[src/rtl/div_sequencer.sv]
// RV32M divide-group sequencer: radix-2 restoring divider with RISC-V sign and
// special-case handling, stalling the pipeline until the one-cycle done pulse.
module div_sequencer #(
    parameter int unsigned XLEN  = 32,
    parameter int unsigned CNT_W = 5
) (
    input  logic            clk,
    input  logic            rstn,
    input  logic            start,
    input  logic [1:0]      op,
    input  logic [XLEN-1:0] src_a,
    input  logic [XLEN-1:0] src_b,
    input  logic            flush,
    output logic            stall_req,
    output logic            busy,
    output logic            done,
    output logic [XLEN-1:0] result
);

    typedef enum logic [1:0] {
        IDLE = 2'd0,
        CALC = 2'd1,
        FIX  = 2'd2,
        DONE = 2'd3
    } state_t;

    localparam logic [XLEN-1:0]  MIN_INT  = {1'b1, {(XLEN-1){1'b0}}};
    localparam logic [XLEN-1:0]  ALL_ONES = {XLEN{1'b1}};
    localparam logic [CNT_W-1:0] LAST_IT  = CNT_W'(XLEN - 1);

    state_t            state_q, state_n;
    logic              is_rem_q, is_rem_n;
    logic              neg_q_q, neg_q_n;
    logic              neg_r_q, neg_r_n;
    logic [XLEN-1:0]   div_q, div_n;
    logic [XLEN-1:0]   quo_q, quo_n;
    logic [XLEN-1:0]   rem_q, rem_n;
    logic [CNT_W-1:0]  cnt_q, cnt_n;
    logic [XLEN-1:0]   result_q, result_n;

    // Operand conditioning for signed ops
    logic              is_signed;
    logic              a_neg, b_neg;
    logic [XLEN-1:0]   a_mag, b_mag;
    logic [XLEN:0]     shifted, diff;
    logic [XLEN-1:0]   quo_fix, rem_fix;

    assign is_signed = ~op[0];
    assign a_neg     = is_signed & src_a[XLEN-1];
    assign b_neg     = is_signed & src_b[XLEN-1];
    assign a_mag     = a_neg ? (~src_a + XLEN'(1)) : src_a;
    assign b_mag     = b_neg ? (~src_b + XLEN'(1)) : src_b;

    // One restoring step: shift in the next dividend bit and trial-subtract
    assign shifted   = {rem_q, quo_q[XLEN-1]};
    assign diff      = shifted - {1'b0, div_q};

    assign quo_fix   = neg_q_q ? (~quo_q + XLEN'(1)) : quo_q;
    assign rem_fix   = neg_r_q ? (~rem_q + XLEN'(1)) : rem_q;

    always_comb begin
        state_n  = state_q;
        is_rem_n = is_rem_q;
        neg_q_n  = neg_q_q;
        neg_r_n  = neg_r_q;
        div_n    = div_q;
        quo_n    = quo_q;
        rem_n    = rem_q;
        cnt_n    = cnt_q;
        result_n = result_q;

        case (state_q)
            IDLE: begin
                if (start && !flush) begin
                    is_rem_n = op[1];
                    neg_q_n  = a_neg ^ b_neg;
                    neg_r_n  = a_neg;
                    div_n    = b_mag;
                    quo_n    = a_mag;
                    rem_n    = '0;
                    cnt_n    = '0;
                    if (src_b == '0) begin
                        result_n = op[1] ? src_a : ALL_ONES;
                        state_n  = DONE;
                    end else if (is_signed && src_a == MIN_INT && src_b == ALL_ONES) begin
                        result_n = op[1] ? '0 : MIN_INT;
                        state_n  = DONE;
                    end else begin
                        state_n  = CALC;
                    end
                end
            end
            CALC: begin
                if (!diff[XLEN]) begin
                    rem_n = diff[XLEN-1:0];
                    quo_n = {quo_q[XLEN-2:0], 1'b1};
                end else begin
                    rem_n = shifted[XLEN-1:0];
                    quo_n = {quo_q[XLEN-2:0], 1'b0};
                end
                if (cnt_q == LAST_IT) begin
                    state_n = FIX;
                end else begin
                    cnt_n = cnt_q + CNT_W'(1);
                end
            end
            FIX: begin
                result_n = is_rem_q ? rem_fix : quo_fix;
                state_n  = DONE;
            end
            DONE: begin
                state_n = IDLE;
            end
            default: begin
                state_n = IDLE;
            end
        endcase

        // Redirect kills whatever is in flight and leaves the last result intact
        if (flush) begin
            state_n  = IDLE;
            result_n = result_q;
        end
    end

    always_ff @(posedge clk or negedge rstn) begin
        if (!rstn) begin
            state_q  <= IDLE;
            is_rem_q <= 1'b0;
            neg_q_q  <= 1'b0;
            neg_r_q  <= 1'b0;
            div_q    <= '0;
            quo_q    <= '0;
            rem_q    <= '0;
            cnt_q    <= '0;
            result_q <= '0;
        end else begin
            state_q  <= state_n;
            is_rem_q <= is_rem_n;
            neg_q_q  <= neg_q_n;
            neg_r_q  <= neg_r_n;
            div_q    <= div_n;
            quo_q    <= quo_n;
            rem_q    <= rem_n;
            cnt_q    <= cnt_n;
            result_q <= result_n;
        end
    end

    // Stall covers the accept cycle through FIX so the pipeline advances on done
    assign stall_req = ~flush & (((state_q == IDLE) & start) | (state_q == CALC) | (state_q == FIX));
    assign busy      = (state_q != IDLE);
    assign done      = (state_q == DONE) & ~flush;
    assign result    = result_q;

endmodule

[config.mk]
export PLATFORM = sky130hd
export DESIGN_NAME = div_sequencer
export DESIGN_NICKNAME = d
export VERILOG_FILES = /design/src/rtl/div_sequencer.sv
export SDC_FILE = /design/constraint.sdc
export NUM_CORES = 1
export LEC_CHECK = 0
export CELL_PAD_IN_SITES_DETAIL_PLACEMENT = 1
export CELL_PAD_IN_SITES_GLOBAL_PLACEMENT = 2
export CORE_MARGIN = 3
export CORE_UTILIZATION = 31
export DETAILED_ROUTE_END_ITERATION = 8
export HOLD_SLACK_MARGIN = 0.02
export PLACE_DENSITY_LB_ADDON = 0.1
export SKIP_CTS_REPAIR_TIMING = 1
export SLEW_MARGIN = 20
export SYNTH_ARGS = -nofsm -noshare
export SYNTH_HDL_FRONTEND = slang
export SYNTH_SLANG_ARGS = --single-unit
export TNS_END_PERCENT = 10
[constraint.sdc]
create_clock -name clk -period 3.2 [get_ports clk]
set_clock_uncertainty 0.05 [all_clocks]
set_input_delay 0.64 -clock clk [delete_from_list [all_inputs] [get_ports clk]]
set_output_delay 0.64 -clock clk [all_outputs]
set_load 0.01 [all_outputs]
==> results.cfg <==
[power_and_ir_drop]
powerDensity_nw_per_um2 = 693
power.total_uw = 10400
ir_drop_uv = 284
p_leak_uw = 0.00645

[clocking]
h-tree-depth = 4
insertion_delay_ns = 0.46
cts.sinks = 138
cts_root_buf = clkbuf_16
numCtsBuffers = 17
clk_pin_slew_worst_paths_ns = 0.07
clockBufferDepth = 2
cts_tree = yes

[timing]
finalSetupViolCount = 21
finalHoldViolCount = 0
worst_slew_pin_slew_ns = 1.05
holdWs_ns = 0.0929
rsz0062_at_grt = true
slew_headroom_pct = 29.9
layout_min_cycle_time_ns = 3.28
fmax_mhz = 305
fin_crit_sh_pct = 103
slew_violations = 0
timing.setup.tns_ns = -0.438
setup_slack_ns = -0.0838

[yosys]
ys_ff_latch = 138
yosysWarnings = 0
synth-edff-count = 0
async_reset_ff_share_pct = 100
synth_seq_area_share_pct = 31.7
syn_area_um2 = 10900
synth_fp_nets = 1510
syn_inst = 1396
synthFlopType = dfrtp_1
synth.distinct_cells = 67
avgSynthCellArea_um2 = 7.80

[drt]
wl_per_cell_um = 19.4
drtAntennaViolNets = 0
wirelength_mm = 41.7
vias_per_cell = 5.24
drc = 0
first_pass_iters = 5
drt_iter0_markers = 430
via_count = 11300

[setup_path]
r2r_slack_ns = -0.08
crit_required_ns = 3.54
critPathKind = reg -> reg
path_max_fanout = 4
crit_path_end_kind = flop
start_kind = flop
worstPathArrival_ns = 3.62

[floorplanning]
die_h_um = 193
start_util_pct = 31.5
core_um2 = 34500
row_count = 68
dieArea_um2 = 37400
io-pin-count = 105
die_w_um = 193

[final_layout]
final_nets = 1797
seq_area_um2 = 3460
area_growth_pct = 37.8
instances_no_fill = 2148
fillers = 4195
final_cell_mix = buf_4, nand2_1, o21ai_0, dfrtp_1, a21oi_1
drive_gt1_share_pct = 19.6
insertedDiodeCount = 0
multi_input_area_um2 = 7240
mostFrequentLayoutCell = buf_4

[job]
maxCapViolCount = 0

[global_routing]
grt_max_degree = 82
grt_pass1_wl_mm = 65.6
antenna_found_initial = 0
grt_pass1_vias = 11500
gr-usage-all-layers_pct = 21.8
grt-ovfl-total = 0

[placement]
portBuffers = 104
placed_cells = 2109
routabilityCongestion = 0.843
hpwl_mm = 32.2

[outcome]
status = finished, violations left
violations = setup timing

[hold_path]
min_path_type = in -> async
## power by group
| part | total (uW) | switching (uW) | internal, uW |
|---|---|---|---|
| Sequential | 3110 | 739 | 2370 |
| Clock | 1780 | 811 | 966 |
| Combinational | 5520 | 3060 | 2460 |
| Total | 10400 | 4610 | 5800 |
## cells in the mapped netlist, drive strengths merged (8+ instances only)
library cell	number	share of area [%]
a31oi	21	1.2
o22ai	13	0.75
o21bai	8	0.55
xnor2	83	6.7
dfrtp	138	32
a21oi	123	5.7
nor2	107	3.7
nand3	13	0.60
and3	10	0.62
nor4	14	0.80
o31ai	36	2.5
nand2b	17	1.0
o41ai	8	0.64
o211ai	14	0.97
ha	43	4.9
inv	61	2.1
or4	14	1.1
a21o	13	0.90
nor3	39	1.8
nand2	176	6.1
nand4	14	0.80
mux2i	22	2.0
o21ai	174	8.0
xor2	57	4.6
nor2b	8	0.46
a22o	15	1.2
buf	12	0.46
clkbuf	66	2.3
or3	10	0.57
## worst paths after layout
path	start	end	cells after the start
max	rem_q[12]	result[31]	9
min in group clk	div_q[13]	div_q[13]	2
min reg2reg	div_q[13]	div_q[13]	2
min	rstn	result[3]	1
max in group asynchronous	rstn	neg_q_q	2
max reg2reg	rem_q[12]	result[31]	9
## per-layer routing
layer / GRT usage (%) / vias up / share of wire, %
met5: 0 / - / 0
met3: 2.44 / 44 / 2.7
met2: 36.2 / 175 / 48
met1: 30.0 / 5464 / 48
li1: - / 5581 / -
met4: 6.62 / 0 / 2.2
## cells by family after synthesis
family / share of synthesized area [%]
compound gates: 26.0
xor+xnor: 11.3
fa+ha+maj: 5.12
buf+inv: 4.87
flops: 31.7
mux: 2.02
simple gates: 19.0
## stage by stage
step	util, %	setup slack (ns)	area (um2)
floorplan	-	-0.0163	10900
CTS	42.1	-0.429	14500
detailed placement	40.6	-0.667	14000
global route	43.5	-0.215	15000
global placement	40.6	-0.609	14000
finish	43.5	-0.0838	15000
## worst max-delay path, cell delays in order (launching register included)
cell and delay [ns]:
dfrtp_1 0.38, or4_4 0.56, or4b_4 0.52, or4_4 0.52, nand2b_4 0.16, or4_4 0.42, and3_4 0.19, o21ai_2 0.14
o311ai_2 0.12, o21ai_2 0.17
## sequential cells by signal, indices dropped and copies added, names as in the netlist, 2 cells and up
| name | flops |
|---|---|
| div_q | 32 |
| rem_q | 32 |
| result | 32 |
| quo_q | 32 |
| state_q | 2 |
| cnt_q | 5 |
## area by class of cell
type	count	share of cell area, %
flip-flops and latches	138	23.0
clock inverters	9	0.367
repair buffers	346	20.1
multi-input cells	1118	48.3
inverters	62	1.55
clock buffers	20	2.91
well taps	455	3.79
No activity file was read; power rests on OpenSTA's default activity.
